File: config.mk
export PLATFORM = sky130hd
export DESIGN_NAME = systolic_tile_sched_flat
export DESIGN_NICKNAME = d
export VERILOG_FILES = /design/src/rtl/mha_pkg.sv /design/src/rtl/systolic_tile_sched_if.sv /design/src/rtl/sched_down_cnt.sv /design/src/rtl/systolic_tile_sched.sv /design/src/flat_wrapper.sv
export SDC_FILE = /design/constraint.sdc
export NUM_CORES = 1
export LEC_CHECK = 0
export CAP_MARGIN = 20
export CORE_MARGIN = 2
export CORE_UTILIZATION = 51
export CTS_BUF_LIST = sky130_fd_sc_hd__clkbuf_4
export DETAILED_ROUTE_END_ITERATION = 12
export PLACE_DENSITY_LB_ADDON = 0.15
export SYNTH_ARGS = -nofsm -noshare
export SYNTH_HDL_FRONTEND = slang
export SYNTH_HIERARCHICAL = 1
export SYNTH_SLANG_ARGS = --single-unit
File: constraint.sdc
create_clock -name clk -period 1.8 [get_ports clk]
set_clock_uncertainty 0.05 [all_clocks]
set_input_delay 0.18 -clock clk [delete_from_list [all_inputs] [get_ports clk]]
set_output_delay 0.18 -clock clk [all_outputs]
set_load 0.01 [all_outputs]
File: src/rtl/mha_pkg.sv
// Shared scheduler types and sizing helpers for the systolic tile scheduler.
// Holds the state encoding plus the flush-length and counter-width derivations.
package mha_pkg;

  typedef enum logic [1:0] {
    IDLE  = 2'd0,
    LOAD  = 2'd1,
    FLUSH = 2'd2,
    DONE  = 2'd3
  } sched_state_t;

  // Cycles for the last operand to skew in and the last column to deskew out.
  function automatic int flush_len(input int rows, input int cols);
    return rows + cols - 1;
  endfunction

  function automatic int cnt_width(input int k_width, input int flen);
    int max_v;
    max_v = (1 << k_width) - 1;
    if (flen > max_v) max_v = flen;
    return $clog2(max_v + 1);
  endfunction

endpackage

File: src/rtl/systolic_tile_sched_if.sv
// Tile request / operand read / result handshake bundle of the tile scheduler.
// master = requester and result consumer, slave = scheduler.
interface systolic_tile_sched_if #(
  parameter int K_WIDTH = 8
);
  logic               start_valid;
  logic               start_ready;
  logic [K_WIDTH-1:0] k_len;
  logic               in_rd_en;
  logic [K_WIDTH-1:0] in_rd_addr;
  logic               acc_clr;
  logic               pe_en;
  logic               out_valid;
  logic               out_ready;
  logic               busy;

  modport master (
    output start_valid, k_len, out_ready,
    input  start_ready, in_rd_en, in_rd_addr, acc_clr, pe_en, out_valid, busy
  );

  modport slave (
    input  start_valid, k_len, out_ready,
    output start_ready, in_rd_en, in_rd_addr, acc_clr, pe_en, out_valid, busy
  );
endinterface

File: src/rtl/sched_down_cnt.sv
// Loadable down-counter that stops at zero; load has priority over decrement.
// Used for both the LOAD and FLUSH phase lengths.
module sched_down_cnt #(
  parameter int W = 8
) (
  input  logic         clk,
  input  logic         reset,
  input  logic         i_load,
  input  logic [W-1:0] i_load_val,
  input  logic         i_dec,
  output logic [W-1:0] o_cnt
);

  logic [W-1:0] r_cnt;

  always_ff @(posedge clk or negedge reset) begin
    if (!reset) begin
      r_cnt <= '0;
    end else if (i_load) begin
      r_cnt <= i_load_val;
    end else if (i_dec && (r_cnt != '0)) begin
      r_cnt <= r_cnt - W'(1);
    end
  end

  assign o_cnt = r_cnt;

endmodule

File: src/rtl/systolic_tile_sched.sv
// Sequences one systolic tile: operand reads (LOAD), pipeline drain (FLUSH), result hold (DONE).
// Optional perf counters perf_tiles/perf_busy are built when SYSTOLIC_SCHED_PERF_CNT_EN is defined.
module systolic_tile_sched
  import mha_pkg::*;
#(
  parameter int SYSTOLIC_ROW    = 4,
  parameter int SYSTOLIC_COLUMN = 16,
  parameter int K_WIDTH         = 8
) (
  input  logic                    clk,
  input  logic                    reset,
  systolic_tile_sched_if.slave    sched_if
`ifdef SYSTOLIC_SCHED_PERF_CNT_EN
  ,
  output logic [31:0]             perf_tiles,
  output logic [31:0]             perf_busy
`endif
);

  localparam int FLUSH_LEN = flush_len(SYSTOLIC_ROW, SYSTOLIC_COLUMN);
  localparam int CNT_W     = cnt_width(K_WIDTH, FLUSH_LEN);

  sched_state_t       r_state;
  sched_state_t       w_next;
  logic               w_load_ld;
  logic               w_load_dec;
  logic               w_flush_ld;
  logic               w_flush_dec;
  logic [CNT_W-1:0]   w_load_cnt;
  logic [CNT_W-1:0]   w_flush_cnt;
  logic               r_acc_clr;
  logic [K_WIDTH-1:0] r_addr;

  sched_down_cnt #(.W(CNT_W)) u_load_cnt (
    .clk        (clk),
    .reset      (reset),
    .i_load     (w_load_ld),
    .i_load_val (CNT_W'(sched_if.k_len)),
    .i_dec      (w_load_dec),
    .o_cnt      (w_load_cnt)
  );

  sched_down_cnt #(.W(CNT_W)) u_flush_cnt (
    .clk        (clk),
    .reset      (reset),
    .i_load     (w_flush_ld),
    .i_load_val (CNT_W'(FLUSH_LEN)),
    .i_dec      (w_flush_dec),
    .o_cnt      (w_flush_cnt)
  );

  always_ff @(posedge clk or negedge reset) begin
    if (!reset) r_state <= IDLE;
    else        r_state <= w_next;
  end

  always_comb begin
    w_next      = r_state;
    w_load_ld   = 1'b0;
    w_load_dec  = 1'b0;
    w_flush_ld  = 1'b0;
    w_flush_dec = 1'b0;
    case (r_state)
      IDLE: begin
        if (sched_if.start_valid) begin
          w_load_ld = 1'b1;
          w_next    = (sched_if.k_len != '0) ? LOAD : DONE;
        end
      end
      LOAD: begin
        w_load_dec = 1'b1;
        if (w_load_cnt == CNT_W'(1)) begin
          w_flush_ld = 1'b1;
          w_next     = FLUSH;
        end
      end
      FLUSH: begin
        w_flush_dec = 1'b1;
        if (w_flush_cnt == CNT_W'(1)) w_next = DONE;
      end
      DONE: begin
        if (sched_if.out_ready) w_next = IDLE;
      end
      default: w_next = IDLE;
    endcase
  end

  // Address only advances while another LOAD cycle follows, so it rests at 0 otherwise.
  always_ff @(posedge clk or negedge reset) begin
    if (!reset) begin
      r_acc_clr <= 1'b0;
      r_addr    <= '0;
    end else begin
      r_acc_clr <= w_load_ld;
      r_addr    <= (r_state == LOAD && w_next == LOAD) ? r_addr + K_WIDTH'(1) : '0;
    end
  end

  assign sched_if.start_ready = (r_state == IDLE);
  assign sched_if.busy        = (r_state != IDLE);
  assign sched_if.in_rd_en    = (r_state == LOAD);
  assign sched_if.in_rd_addr  = r_addr;
  assign sched_if.acc_clr     = r_acc_clr;
  assign sched_if.pe_en       = (r_state == LOAD) || (r_state == FLUSH);
  assign sched_if.out_valid   = (r_state == DONE);

`ifdef SYSTOLIC_SCHED_PERF_CNT_EN
  logic [31:0] r_perf_tiles;
  logic [31:0] r_perf_busy;

  always_ff @(posedge clk or negedge reset) begin
    if (!reset) begin
      r_perf_tiles <= '0;
      r_perf_busy  <= '0;
    end else begin
      if ((r_state == DONE) && sched_if.out_ready) r_perf_tiles <= r_perf_tiles + 32'd1;
      if (r_state != IDLE)                         r_perf_busy  <= r_perf_busy + 32'd1;
    end
  end

  assign perf_tiles = r_perf_tiles;
  assign perf_busy  = r_perf_busy;
`endif

endmodule

File: src/flat_wrapper.sv
// flat-port wrapper written by rule: the top's interface ports become plain ports
module systolic_tile_sched_flat import mha_pkg::*;
#(
  parameter int SYSTOLIC_ROW    = 4,
  parameter int SYSTOLIC_COLUMN = 16,
  parameter int K_WIDTH         = 8
)
  (clk, reset, sched_if_start_valid, sched_if_k_len, sched_if_out_ready, sched_if_start_ready, sched_if_in_rd_en, sched_if_in_rd_addr, sched_if_acc_clr, sched_if_pe_en, sched_if_out_valid, sched_if_busy);
  systolic_tile_sched_if #(.K_WIDTH(K_WIDTH)) sched_if_i ();
  input  logic clk;
  input  logic reset;
  input wire logic [$bits(sched_if_i.start_valid)-1:0] sched_if_start_valid;
  input wire logic [$bits(sched_if_i.k_len)-1:0] sched_if_k_len;
  input wire logic [$bits(sched_if_i.out_ready)-1:0] sched_if_out_ready;
  output wire logic [$bits(sched_if_i.start_ready)-1:0] sched_if_start_ready;
  output wire logic [$bits(sched_if_i.in_rd_en)-1:0] sched_if_in_rd_en;
  output wire logic [$bits(sched_if_i.in_rd_addr)-1:0] sched_if_in_rd_addr;
  output wire logic [$bits(sched_if_i.acc_clr)-1:0] sched_if_acc_clr;
  output wire logic [$bits(sched_if_i.pe_en)-1:0] sched_if_pe_en;
  output wire logic [$bits(sched_if_i.out_valid)-1:0] sched_if_out_valid;
  output wire logic [$bits(sched_if_i.busy)-1:0] sched_if_busy;
  assign sched_if_i.start_valid = sched_if_start_valid;
  assign sched_if_i.k_len = sched_if_k_len;
  assign sched_if_i.out_ready = sched_if_out_ready;
  assign sched_if_start_ready = sched_if_i.start_ready;
  assign sched_if_in_rd_en = sched_if_i.in_rd_en;
  assign sched_if_in_rd_addr = sched_if_i.in_rd_addr;
  assign sched_if_acc_clr = sched_if_i.acc_clr;
  assign sched_if_pe_en = sched_if_i.pe_en;
  assign sched_if_out_valid = sched_if_i.out_valid;
  assign sched_if_busy = sched_if_i.busy;
  systolic_tile_sched #(.SYSTOLIC_ROW(SYSTOLIC_ROW), .SYSTOLIC_COLUMN(SYSTOLIC_COLUMN), .K_WIDTH(K_WIDTH)) u_core (.clk(clk), .reset(reset), .sched_if(sched_if_i));
endmodule
==> metrics.txt, run 1 <==
status=finished, violations left; failing checks=negative setup slack; nets=approximately 280; core area=3360 sq um; DP Worst Slack=-0.0735 ns; Final Max Slew Viols=0; placed cell count=294; Hold Vio Cnt, Final=0; Slowest-stage cell, CP=dfrtp_1; PnR worst setup slack=-0.0518 ns; routed len/inst=16.2 um; Post-synth top cells=dfrtp_1 (27), nor2_1 (13), nand2_1 (12); share of cells above drive strength 1=32.7%; count of final setup violators=12; Most Frequent Cell on Critical Path=buf_6; Power Density=1380 nW/um^2; die height=63.4 um; number of port buffers=25; 1st-pass router iterations=4; ANT nets after route=0; GPL Wtd Cong=0.892; warning count from the yosys run=6; Syn Area/Cell=9.62 sq um; unrepaired setup endpoints after global routing=true; LEAKAGE=1.06 nW; post-layout min period=1.85 ns; vias in the first global route=between 1500 and 2000; Vias=1799; Synth top area share=37.6%; CP top delay family=compound AO/OA/AOI/OAI gates; synth-to-layout area growth=43.9%; design area=2590 sq um; worst path required time=1.98 ns; DRC=0; Initial Util=53.5%; # diodes=0; I/O pin count=26; H-Tree Level Count=1; crit start category=flop; Synth area leader=dfrtp_1; Max Cap Violations=0; routed vias/inst=5.88; Total GRT Usage=24.1%; pin count of the biggest net entering global routing=28; Die Width=63.4 um; CTS Root Cell=clkbuf_4; Placement Cell Area=2370 sq um; Clk pin slew, worst setup/hold paths=between 0.15 and 0.2 ns; number of synthesized flops with an enable pin=0; Max VDD drop=754 uV; Cell Chain, Critical Path=buf_6, buf_6, ha_4, nor2b_4, o32a_1, a211oi_4, buf_6, nor3_1; Mapped Area=1800 sq um; Initial DRC Count=96; GR Overflow Total=0; Core Rows=21; CTS tree=yes; HP Class=primary input to asynchronous set/reset pin; Clock Tree Buf Depth=2; Fin Setup TNS=-0.369 ns; number of buffers and inverters on the critical path=3; fin crit share=103%; Crit path arrival time=2.03 ns; initial antenna violation count=0; delay of the slowest critical-path stage=0.43 ns; fillcell total=238; FMAX=540 MHz; number of distinct library cells after synthesis=54; Async S/R FF share, synth=100%; Clk Latency, worst-skew pair=0.33 ns; final WL=4960 um; ranking of synthesized cells by area=dfrtp_1 (38%), ha_1 (6.3%), nor3_1 (3.1%); Primary FF master, synth=dfrtp_1; first-pass GRT wire length=around 7700 um; critical path fanouts, max=5; Num CTS Buffers=3; number of synthesized register bits=27; Crit. End Element=flop; Post-Synthesis Cells=187; most frequent cell after synthesis=dfrtp_1; sequential share of the synthesized area=37.6%; critical path type=flop to flop; final std cells w/o fill=306; die area=4020 sq um; CTS Sinks=27; HPWL after detailed placement=3420 um
cell families (layout without fill, tap and decap cells):
| logic type | count (synthesis) | in the layout | synth area share (%) |
|---|---|---|---|
| AOI/OAI and AO/OA | 43 | 43 | 19.6 |
| xor gates and xnor gates | 6 | 6 | 2.92 |
| adders and majority gates | 9 | 9 | 6.26 |
| buffers and inverters | 18 | 85 | 4.24 |
| DFF | 27 | 27 | 37.6 |
| other | 2 | 8 | 0.417 |
| and+or+nand+nor | 82 | 82 | 29.0 |
report_power, final:
| group | switching, W | internal [W] | total (W) |
|---|---|---|---|
| combinational | 0.00106 | 0.00114 | 0.00221 |
| clock | 0.000187 | 0.0000833 | 0.000271 |
| sequential | 0.000284 | 0.000815 | 0.00110 |
metrics by stage:
step                power, W  hold slack (ns)  util, %
floorplan            0.00212           -0.166        -
global placement     0.00285            0.474     70.5
detailed placement   0.00294            0.477     70.5
CTS                  0.00325            0.161     72.2
global route         0.00382            0.172     77.0
finish               0.00358            0.155     77.0
registers in the layout, summed over array words and instances (netlist names):
name / count
u_core/u_flush_cnt/o_cnt: 8
u_core/sched_if.acc_clr: 1
u_core/sched_if.in_rd_addr: 8
u_core/u_load_cnt/o_cnt: 8
u_core/r_state: 2
per-layer routing:
layer  global-route usage (%)  part of all wire (%)  wire length, um
met5                        0                     0                0
met4                     8.15                   1.5               72
met3                     2.86                   4.6              229
met2                     41.1                    51             2520
met1                     31.5                    43             2140
worst reg2reg max path, cell delays in order, from the launching register on:
cell and delay [ns]:
dfrtp_1 0.43, buf_6 0.13, buf_6 0.11, ha_4 0.15, nor2b_4 0.12, o32a_1 0.32, a211oi_4 0.23, buf_6 0.16
nor3_1 0.06
cell type report:
type / count / area, sq um / area share (%)
Tap cell: 46 / 57.6 / 2.22
Inverter: 13 / 52.6 / 2.03
Clock inverter: 1 / 5.00 / 0.193
Multi-Input combinational cell: 148 / 1180 / 45.6
Clock buffer: 3 / 22.5 / 0.870
Timing Repair Buffer: 68 / 594 / 22.9
Sequential cell: 27 / 678 / 26.2
final timing paths:
path / depth (start not counted) / from / end / slack (ns)
max in group asynchronous: 2 / reset / u_core/u_flush_cnt/o_cnt[1] / 1.27
min in group clk: 3 / sched_if_k_len[4] / u_core/u_load_cnt/o_cnt[4] / 0.38
max reg2reg: 8 / u_core/r_state[1] / u_core/sched_if.in_rd_addr[4] / -0.05
min: 2 / reset / u_core/sched_if.in_rd_addr[3] / 0.16
max: 8 / u_core/r_state[1] / u_core/sched_if.in_rd_addr[4] / -0.05
min reg2reg: 1 / u_core/sched_if.in_rd_addr[0] / u_core/sched_if.in_rd_addr[0] / 0.51
cells in the final DEF, fill, tap and decap left out, types with 3 or more instances in the layout:
master / n
dlygate4sd2_1: 4
nor3_1: 8
dfrtp_1: 25
a2111o_1: 3
nor3_2: 3
nand3_1: 6
nand2_1: 11
o21ai_0: 4
and3_1: 3
nor4_1: 4
o211ai_1: 5
nor3b_1: 4
nand4b_1: 4
a31oi_1: 7
xor2_1: 5
a21oi_1: 3
buf_4: 36
buf_6: 7
ha_2: 3
nor2_1: 13
clkdlybuf4s50_1: 20
clkbuf_4: 3
ha_1: 4
inv_1: 10
conb_1: 8
repair_timing:
| action | 4_1_cts | 5_1_grt |
|---|---|---|
| setup endpoints to repair | 12 | 21 |
| pin swaps | 0 | 8 |
| cloned | 0 | 1 |
| resized for setup | 11 | 33 |
| endpoints found under the hold margin | 0 | 0 |
| buffers inserted | 2 | 5 |
| hold buffers | 0 | 0 |
Note: power is estimated with default switching activity, not from simulation.
==> run 2: changes to the inputs <==
PLACE_DENSITY = 0.79   (was unset)
PLACE_DENSITY_LB_ADDON = unset   (was 0.15)
==> run 2 against run 1 <==
The run still ends with negative setup slack left. Combinational power is 14% higher. Sequential share of layout area decreased by 0.94 points. Routed wire length grew 24%. Total power grew 10%. Cell area is 3.9% higher. Global-route usage is 2.3 points higher.
==> metrics.txt, run 2 (synthesis gave the netlist of run 1 again) <==
I/O pin count=26; Core Rows=21; Clk Latency, worst-skew pair=0.34 ns; HPWL after detailed placement=~3700 um; failing checks=negative setup slack; most frequent cells in the layout=buf_4 (37), dfrtp_1 (24), clkdlybuf4s50_1 (20), nor2_1 (13), nand2_1 (12); switching power share of the total=43.9%; Sw Pwr=0.00173 W; die height=between 60 and 70 um; Num CTS Buffers=3; CTS Sinks=27; synth-to-layout area growth=49.6%; vias in the first global route=approximately 1900; number of port buffers=25; CP startpoint=u_core/r_state[1]; DP Worst Slack=-0.0975 ns; H-Tree Level Count=1; CTS Root Cell=clkbuf_4; unrepaired setup endpoints after global routing=true; Crit. End Element=flop; 1st-pass router iterations=5; post-layout min period=approximately 1.9 ns; ANT nets after route=0; Fin Setup TNS=-0.872 ns; DRC=0; crit start category=flop; Pint=0.00221 W; Placement Cell Area=approximately 2400 sq um; Final Hold Slack=around 0.14 ns; HP Class=primary input to asynchronous set/reset pin; critical path type=flop to flop; r2r startpoint=u_core/r_state[1]; share of cells above drive strength 1=a little under two fifths; Die Width=between 60 and 70 um; Total GRT Usage=between 20% and 30%; PnR worst setup slack=-0.117 ns; Reg power frac=28.6%; Power Total=between 0.003 and 0.004 W; initial antenna violation count=0; Vias=1979; nets=287; worst path required time=approximately 2 ns; count of final setup violators=10; final WL=about 6100 um; LEAKAGE=1.09 nW; Max VDD drop=820 uV; FMAX=522 MHz; routed vias/inst=6.36; Initial DRC Count=between 200 and 300; most common cell after layout, fill and taps aside=buf_4; Final Max Slew Viols=0; die area=4020 sq um; first-pass GRT wire length=8570 um; Crit path arrival time=2.14 ns; Initial Util=53.5%; Clock Tree Buf Depth=2; status=finished, violations left; core area=3360 sq um; Clk pin slew, worst setup/hold paths=0.16 ns; Clk network pwr share=7.4%; Hold Vio Cnt, Final=0; routed len/inst=slightly below 20 um; # diodes=0; Comb pwr share=roughly 64%; CTS tree=yes; pin count of the biggest net entering global routing=28; fin crit share=107%; Max Cap Violations=0; GPL Wtd Cong=between 0.9 and 1; Power Density=1460 nW/um^2; design area=2690 sq um; GR Overflow Total=0; critical path fanouts, max=3
## run 2: changes by cell type in the layout (fill, tap and decap cells not counted), sizes merged
cell           before  now
clkinv              1    0
buf                43   47
dlygate4sd2         4    2
clkdlybuf4s15       1    0
clkbuf              3    7
clkinvlp            1    2
## run 2: final cells by class
type,instances,area (sq um)
timing repair buffer,72,623
inverter,13,55.1
clock buffer,4,30.0
multi-input combinational,148,1240
sequential,27,679
tap,46,57.6
fill,210,672
timing repair inverter,1,7.51
## run 2: what timing repair did
item	in CTS	in global routing
setup endpoints to repair	16	28
hold buffers	0	0
gates cloned	1	1
pin swaps	2	8
setup buffers	5	9
gates resized for setup	20	45
## run 2: layer usage
layer  share of wire, %  wire, um  track usage, %  up-vias
met4                2.9       179            8.15        0
met1                 39      2410            32.6      967
met3                6.7       410            4.29       28
met2                 51      3140            46.8      123
met5                  0         0               0        -
li1                   -         -               -      861
## run 2: final timing paths
check	end	slack, ns	cells past startpoint
worst max-delay path	u_core/u_flush_cnt/o_cnt[7]	-0.12	5
worst min-delay path	u_core/u_flush_cnt/o_cnt[6]	0.14	2
worst max register to register	u_core/u_flush_cnt/o_cnt[7]	-0.12	5
worst min register to register	u_core/sched_if.in_rd_addr[0]	0.53	1
max in group asynchronous	u_core/u_load_cnt/o_cnt[1]	1.26	2
min in group clk	u_core/u_load_cnt/o_cnt[4]	0.39	3
## run 2: power by group through the flow
stage          logic [W]  clock network (W)  registers (W)
2_1_floorplan    0.00104                  0        0.00108
3_3_place_gp     0.00176                  0        0.00108
3_5_place_dp     0.00185                  0        0.00110
4_1_cts          0.00199           0.000290        0.00109
5_1_grt          0.00267           0.000326        0.00115
6_report         0.00252           0.000292        0.00113
## run 2: critical path, stage by stage (launching register included)
cell,delay [ns]
dfrtp_1,0.41
buf_6,0.13
ha_4,0.13
or4b_4,0.48
or4_4,0.46
a31oi_4,0.19
## run 2: per-stage QoR
| stage | util [%] | instances |
|---|---|---|
| after floorplan | - | 193 |
| after global placement | 70.1 | 292 |
| after detailed placement | 70.1 | 292 |
| after CTS | 73.4 | 302 |
| after global routing | 80.0 | 311 |
| final | 80.0 | 311 |
